<file path="src/rtl/serial_cmp_ctrl.sv">
// Sequencer that time-shares one external bit-serial comparison cell, LSB first.
// The cell's carry-out is registered and fed back, and the final carry is the A<B / A<=B result.
module serial_cmp_ctrl #(
  parameter int WIDTH = 8
) (
  input  logic             clk,
  input  logic             rst_n,
  input  logic             start,
  input  logic [WIDTH-1:0] op_a,
  input  logic [WIDTH-1:0] op_b,
  input  logic             le_mode,
  output logic             cell_n,
  output logic             cell_a,
  output logic             cell_b,
  input  logic             cell_N,
  output logic             busy,
  output logic             done,
  output logic             result
);

  localparam int CntW = $clog2(WIDTH);

  localparam logic [1:0] StIdle = 2'd0;
  localparam logic [1:0] StRun  = 2'd1;
  localparam logic [1:0] StDone = 2'd2;

  localparam logic [CntW-1:0] LastCnt = CntW'(WIDTH - 1);

  logic [1:0]       state;
  logic [WIDTH-1:0] shA;
  logic [WIDTH-1:0] shB;
  logic             carry;
  logic [CntW-1:0]  cnt;

  // The initial carry is the tie value, so equal operands report le_mode.
  always_ff @(posedge clk or negedge rst_n) begin
    if (!rst_n) begin
      state  <= StIdle;
      shA    <= '0;
      shB    <= '0;
      carry  <= 1'b0;
      cnt    <= '0;
      result <= 1'b0;
    end else begin
      case (state)
        StIdle: begin
          if (start) begin
            shA   <= op_a;
            shB   <= op_b;
            carry <= le_mode;
            cnt   <= '0;
            state <= StRun;
          end
        end
        StRun: begin
          carry <= cell_N;
          shA   <= shA >> 1;
          shB   <= shB >> 1;
          // The counter is cleared on the last bit instead of wrapping past WIDTH-1.
          if (cnt == LastCnt) begin
            cnt    <= '0;
            result <= cell_N;
            state  <= StDone;
          end else begin
            cnt <= cnt + 1'b1;
          end
        end
        StDone: begin
          state <= StIdle;
        end
        default: begin
          state <= StIdle;
        end
      endcase
    end
  end

  assign cell_n = carry;
  assign cell_a = shA[0];
  assign cell_b = shB[0];
  assign busy   = (state != StIdle);
  assign done   = (state == StDone);

endmodule
</file>
<file path="config.mk">
export PLATFORM = sky130hd
export DESIGN_NAME = serial_cmp_ctrl
export DESIGN_NICKNAME = d
export VERILOG_FILES = /design/src/rtl/serial_cmp_ctrl.sv
export SDC_FILE = /design/constraint.sdc
export NUM_CORES = 1
export LEC_CHECK = 0
export CORE_ASPECT_RATIO = 1.5
export CORE_MARGIN = 4
export CORE_UTILIZATION = 45
export DETAILED_ROUTE_END_ITERATION = 10
export GPL_TIMING_DRIVEN = 0
export HOLD_SLACK_MARGIN = 0.02
export PLACE_DENSITY = 0.7
export SLEW_MARGIN = 40
export SYNTH_ARGS = -nofsm -noshare
export SYNTH_HDL_FRONTEND = slang
export SYNTH_SLANG_ARGS = --single-unit
export TNS_END_PERCENT = 20
</file>
<file path="constraint.sdc">
create_clock -name clk -period 1.75 [get_ports clk]
set_input_delay 0.175 -clock clk [delete_from_list [all_inputs] [get_ports clk]]
set_output_delay 0.175 -clock clk [all_outputs]
set_load 0.01 [all_outputs]
</file>
Yosys cells after proc, flatten, opt, wreduce, memory -nomap -nowiden. Cells that the tools add are included.

Add/subtract/negate cells: 1. Equality and inequality tests: 5. Muxes and demuxes: 12. Reduce and logical (&&, ||, !) cells: 6.

Operator list (number): 8-bit one-hot mux with 2 select lines (2); 8-bit two-way mux (2); 3-bit two-way mux (2); 3-bit one-hot mux with 2 select lines (1); 2-bit AND reduction (3); 2-bit two-way mux (2); 2-bit != test, second input constant (2); 2-bit one-hot mux with 2 select lines (1); 2-bit nonzero test (2); 3-bit by 1-bit adder with 3-bit output, second input constant (1); 3-bit == test, second input constant (1); 2-bit by 1-bit == test with 1-bit output, second input constant (1); 2-bit == test, second input constant (1); 2-bit zero test (1); 1-bit one-hot mux with 2 select lines (1); 1-bit two-way mux (1).

Bits in registers: 23. Bits of input ports: 21. Logic and storage cells: 30.

Depth between registers and ports, before layout. Gate-level depths: netlist (run 1).

Depth in word-level cells: 3. Gate-level depth with buffers: 4.

Worst setup path before layout (run 1). OpenSTA, ideal clock, no wires.

Kind: register to register. Start point: reg cnt[0]. End point: reg result. Arrival: 1.165 ns. Path slack: 0.458 ns. Cell stages (with the launch flop): 5. Period minus slack after synthesis: 1.292 ns. Cells stage by stage: dfrtp_1 ha_1 ha_1 nand3b_1 mux2_1.

Word-level cells in the longest chain between the ends: 2.

Ends and longest elaborated chain: start: declaration (RTL line 33) `logic [CntW-1:0] cnt;`; start signal: assignment (RTL line 65) `cnt <= cnt + 1'b1;`; 3-bit == test (RTL line 60) `if (cnt == LastCnt) begin`; 2-bit AND reduction (no source line); end signal: assignment (RTL line 62) `result <= cell_N;`; end: declaration (RTL line 18) `output logic result`.

Every way passes these cells. A chain may end at the register's enable or synchronous reset.

Worst setup path after layout (run 1).
Start point: reg state[1]. End point: out busy.

Word-level cells in the longest chain between the ends: 1.

Ends and longest elaborated chain: start: declaration (RTL line 29) `logic [1:0] state;`; start signal: assignment (RTL line 38) `state <= StIdle;`; start signal: assignment (RTL line 52) `state <= StRun;`; start signal: assignment (RTL line 63) `state <= StDone;`; 2-bit nonzero test (RTL line 81) `assign busy = (state != StIdle);`; end: declaration (RTL line 16) `output logic busy,`.

Every way passes these cells.

==> results.cfg, run 1 <==
[drt]
wl_met2_um = 1320
routedWlPerCell_um = 15.8
dr.first_iter.drc_count = 16
wl_met3_um = 109
top_layer = met4
wl_met1_um = 1060
drc = 0
via_per_inst = 5.71
vias = 902
wl_um = 2500
first_pass_iters = 4
antenna_left = 0

[global_route]
grt_first_pass_wirelength_um = 4260
antenna_found_initial = 0
track_usage_pct = 15.5
grt_max_degree = 24
grt_pass1_vias = 971
grt_overflow_total = 0

[die]
chipHeight_um = 70.5
initial_utilization_pct = 47.3
die-area_um2 = 3500
std_cell_rows = 22
ios = 27
dieWidth_um = 49.7
core_um2 = 2480

[timing]
fin_crit_sh_pct = 94.9
final_hold_viol_count = 0
slew_headroom_pct = 66.2
fin_ws_ns = 0.0896
min_period_ns = 1.66
clock_skew_ns = 0.00175
fin_setup_tns_ns = 0
max_freq_mhz = 602
whs_ns = 0.356
tightest_slew_ns = 0.507
final_max_slew_viol_count = 0
setup-violations-final = 0
rsz0062_at_grt = no

[cts]
cts_sinks = 23
clk_path_buf_depth = 2
tritoncts = built
path_clk_slew_ns = 0.13
h-tree-depth = 1
root_buffer = clkbuf_4
worstSkewPairLatency_ns = 0.30
cts_buffers = 3

[critical_path]
slowest_delay_ns = 0.43
crit_type = reg -> out
critical_path.startpoint_type = flop
required_ns = 1.57
crit_buf_inv = 2
arrival_ns = 1.49
cp-end-kind = output port
crit_fanout = 10
critPathSlowestCell = dfrtp_1
cp_top_family = buffers and inverters
path_cells = buf_6 -> or2_2 -> dlygate4sd2_1

[min_path]
hp-class = in -> async

[layout]
multi_input_area_um2 = 507
fillers = 225
area_delta_synth_final_pct = 29.2
layout-drive-gt1-share_pct = 17.9
layout_common_cells = dfrtp_1, clkdlybuf4s50_1, or4b_1, o221a_2, inv_1
diodes = 0
seq_area_um2 = 576
nets = 158
finalInstanceArea_um2 = 1510

[synthesis]
yosys_warnings = 0
netlist_instances = 102
synth_seq_cells = 23
synthArstFlopShare_pct = 100
mappedNetlistArea_um2 = 1170
seq_area_frac_synth_pct = 49.1
synth_area_per_cell_um2 = 11.5
syn-num-nets = 125
synth_edf_count = 0
synth.distinct_cells = 25
synthFlopType = dfrtp_1

[place]
dp_slack_ns = 0.0553
placed_cell_area_um2 = 1460
globalplace.congestion = 0.768
hpwl_um = 1840
io_buffers = 26

[power_and_ir_drop]
peakVddDrop_v = 0.000731
finalPower_uw = 2170
power_density_nw_per_um2 = 1440
leakagePower_uw = 0.000642

[run]
drv_cap = 0

[status]
run_status = finished clean
-- power by group --
group | total (uW) | internal [uW] | leakage (uW) | switching [uW]
clock network | 246 | 88.8 | 0.0000150 | 157
logic | 1010 | 573 | 0.000355 | 439
registers | 915 | 775 | 0.000272 | 140
-- cell usage after synthesis (3+ instances only) --
| library cell | n | area, um^2 |
|---|---|---|
| dfrtp_1 | 23 | 576 |
| or4b_1 | 8 | 80.1 |
| nor4b_1 | 7 | 61.3 |
| buf_2 | 8 | 40.0 |
| nor3b_1 | 7 | 52.6 |
| o221a_2 | 8 | 90.1 |
| a22o_1 | 3 | 26.3 |
| nand2_1 | 3 | 11.3 |
| a211oi_1 | 7 | 52.6 |
| nand2b_1 | 3 | 18.8 |
| inv_1 | 8 | 30.0 |
-- sequential cells by signal, summed over array words and instances (netlist names) --
| signal | cells |
|---|---|
| shA | 8 |
| shB | 8 |
| cnt | 3 |
| state | 2 |
| cell_n | 1 |
| result | 1 |
-- path summary, 6_finish.rpt --
kind / from / endpoint / slack [ns] / depth (start not counted)
min reg2reg: result / result / 0.51 / 1
max: state[1] / busy / 0.09 / 3
min: rst_n / shB[6] / 0.36 / 2
max in group asynchronous: rst_n / cnt[2] / 1.05 / 2
max reg2reg: cnt[0] / result / 0.37 / 4
min in group clk: op_a[7] / shA[7] / 0.44 / 3
-- cells by family (layout without fill, tap and decap cells) --
group / count (synthesis) / in the layout / share of synthesized area [%]
AO/OA/AOI/OAI: 23 / 23 / 17.7
adder cells (fa/ha/maj): 2 / 2 / 2.14
buffers and inverters: 19 / 51 / 7.59
flip-flops: 23 / 23 / 49.1
multiplexers: 1 / 1 / 0.961
AND/OR/NAND/NOR: 34 / 34 / 22.4
-- layout make-up --
cell class | count | share of cell area, %
plain buffers | 11 | 4.88
inverters | 8 | 1.99
well taps | 24 | 1.99
repair buffers | 28 | 17.9
flip-flops and latches | 23 | 38.0
clock buffers | 4 | 1.74
multi-input cells | 60 | 33.5
-- stage by stage --
| stage | utilization (%) | cells |
|---|---|---|
| 3_5_place_dp | 58.8 | 152 |
| 5_1_grt | 61.1 | 158 |
| 6_report | 61.1 | 158 |
| 4_1_cts | 61.0 | 158 |
| 2_1_floorplan | - | 102 |
| 3_3_place_gp | 59.0 | 152 |
-- what timing repair did --
item | 4_1_cts | 5_1_grt
endpoints found under the hold margin | 23 | 0
resized for setup | 6 | 2
endpoints found under the setup margin | 2 | 1
hold buffers | 1 | 0
pin swaps | 0 | 0
setup buffers | 1 | 0
-- per-layer routing --
metal / vias to the layer above / GRT usage (%)
li1: 445 / -
met4: 0 / 4.62
met1: 440 / 17.5
met5: - / 0
met3: 2 / 3.62
met2: 15 / 28.0
No activity file was read; power rests on OpenSTA's default activity.
==> run 2, diff against run 1 <==
--- a/config.mk
+++ b/config.mk
@@ -5,13 +5,15 @@
 export SDC_FILE = /design/constraint.sdc
 export NUM_CORES = 1
 export LEC_CHECK = 0
+export CELL_PAD_IN_SITES_DETAIL_PLACEMENT = 2
+export CELL_PAD_IN_SITES_GLOBAL_PLACEMENT = 2
 export CORE_ASPECT_RATIO = 1.5
 export CORE_MARGIN = 4
-export CORE_UTILIZATION = 45
+export CORE_UTILIZATION = 31
 export DETAILED_ROUTE_END_ITERATION = 10
 export GPL_TIMING_DRIVEN = 0
 export HOLD_SLACK_MARGIN = 0.02
-export PLACE_DENSITY = 0.7
+export PLACE_DENSITY = 0.74
 export SLEW_MARGIN = 40
 export SYNTH_ARGS = -nofsm -noshare
 export SYNTH_HDL_FRONTEND = slang
==> run 2 against run 1 <==
Flip-flop and latch count did not move. Count of clock-buffer cells in the layout did not move. Combinational power barely moved. Clock skew barely moved. Cell count rose by 12%. Routed wire length rose by 22%. Critical path type unchanged.
==> results.cfg, run 2 (synthesis gave the netlist of run 1 again) <==
[critical_path]
critPathSlowestCell = dfrtp_2
startpoint = state[0]
crit_fanout = 10
reg2reg_from = state[1]
crit_type = reg -> out
cp-end-kind = output port
arrival_ns = 1.49
slowest_delay_ns = 0.42
critical_path.startpoint_type = flop
path_cells = clkbuf_4 -> or2_2 -> dlygate4sd2_1
required_ns = 1.57

[layout]
final_core_util_pct = 42.6
layout_common_cells = clkdlybuf4s50_1, dfrtp_1, or4b_1, o221a_2, inv_1
layout_commonest_cell = clkdlybuf4s50_1
largest_registers = shA x8, shB x8, cnt x3
layout-drive-gt1-share_pct = 18.7
finalInstanceArea_um2 = 1550
seq_area_um2 = 577
fillers = 396
area_delta_synth_final_pct = 32.6
nets = 158
multi_input_area_um2 = 507
diodes = 0

[cts]
worstSkewPairLatency_ns = 0.26
cts_sinks = 23
h-tree-depth = 1
clk_path_buf_depth = 2
tritoncts = built
path_clk_slew_ns = 0.09
cts_buffers = 3
root_buffer = clkbuf_8

[timing]
clock_skew_ns = 0.00172
setup-violations-final = 0
min_period_ns = 1.67
final_hold_viol_count = 0
max_freq_mhz = 599
fin_crit_sh_pct = 95.3
rsz0062_at_grt = no
fin_setup_tns_ns = 0
final_max_slew_viol_count = 0
tightest_slew_ns = 0.545
slew_headroom_pct = 63.7

[power_and_ir_drop]
power_density_nw_per_um2 = 1480
leakagePower_uw = 0.000648
peakVddDrop_v = 0.000633

[global_route]
antenna_found_initial = 0
track_usage_pct = 14.3
grt_overflow_total = 0
grt_first_pass_wirelength_um = 5500
grt_max_degree = 24
grt_pass1_vias = 1084

[drt]
wl_um = 3060
routedWlPerCell_um = 17.3
vias = 952
antenna_left = 0
dr.first_iter.drc_count = 19
first_pass_iters = 4
via_per_inst = 5.38
drc = 0

[status]
run_status = finished clean

[min_path]
hp-class = in -> async

[die]
ios = 27
dieWidth_um = 58.2
die-area_um2 = 4850
initial_utilization_pct = 32.1
std_cell_rows = 27
core_um2 = 3650
chipHeight_um = 83.3

[place]
globalplace.congestion = 0.715
io_buffers = 26
hpwl_um = 2250
placed_cell_area_um2 = 1480

[run]
drv_cap = 0
## run 2: changes by cell type in the layout (fill, tap and decap cells not counted), sizes merged
cell / previous run / this run
buf: 11 / 10
clkbuf: 6 / 7
## run 2: routing by layer
layer	global-route usage (%)	wire, um
met1	18.5	1340
met4	4.43	31
met3	2.95	160
met5	0	0
met2	23.5	1530
## run 2: area by class of cell
type	instances	share of cell area, %
Inverter	8	1.93
Timing Repair Buffer	28	17.4
Tap cell	43	3.46
Clock buffer	4	2.90
Multi-Input combinational cell	60	32.6
Sequential cell	23	37.1
Buffer	11	4.51
## run 2: path summary, 6_finish.rpt
path | endpoint | slack, ns | depth (start not counted)
setup / recovery | busy | 0.08 | 3
hold / removal | shB[5] | 0.43 | 2
setup reg to reg | shB[3] | 0.36 | 3
hold reg to reg | result | 0.50 | 1
max in group asynchronous | state[0] | 0.93 | 2
min in group clk | shA[7] | 0.48 | 3
## run 2: metrics by stage
| stage | cells | hold WS (ns) | worst slack [ns] | power, uW |
|---|---|---|---|---|
| final | 177 | 0.431 | 0.0818 | 2300 |
| after detailed placement | 171 | 0.193 | 0.0156 | 1970 |
| after global routing | 177 | 0.498 | 0.0231 | 2510 |
| after global placement | 171 | 0.474 | 0.00897 | 1910 |
| after CTS | 176 | 0.440 | 0.0333 | 2320 |
| after floorplan | 102 | -0.121 | 0.458 | 1590 |
## run 2: power by group
group          internal, uW  switching (uW)
clock                   163             180
sequential              779             147
combinational           569             463
total                  1510             790
## run 2: worst max-delay path: cells and delay by family (launching register included)
| kind | cells | cell delay (ns) |
|---|---|---|
| buffers and inverters | 2 | 0.49 |
| flip-flops | 1 | 0.42 |
| AND/OR/NAND/NOR | 1 | 0.32 |
## run 2: timing repair
| item | CTS | global route |
|---|---|---|
| setup endpoints to repair | 2 | 1 |
| gates resized for setup | 5 | 2 |
| hold buffers | 1 | 0 |
| pin swaps | 0 | 0 |
| hold endpoints to repair | 23 | 0 |
| setup buffers | 0 | 1 |
==> run 3, diff against run 2 <==
--- a/config.mk
+++ b/config.mk
@@ -12,7 +12,7 @@
 export CORE_UTILIZATION = 31
 export DETAILED_ROUTE_END_ITERATION = 10
 export GPL_TIMING_DRIVEN = 0
-export HOLD_SLACK_MARGIN = 0.02
+export HOLD_SLACK_MARGIN = 0.03
 export PLACE_DENSITY = 0.74
 export SLEW_MARGIN = 40
 export SYNTH_ARGS = -nofsm -noshare
==> results of run 3 <==
Same layout as run 2: the final DEF is identical, and so are final timing and power.
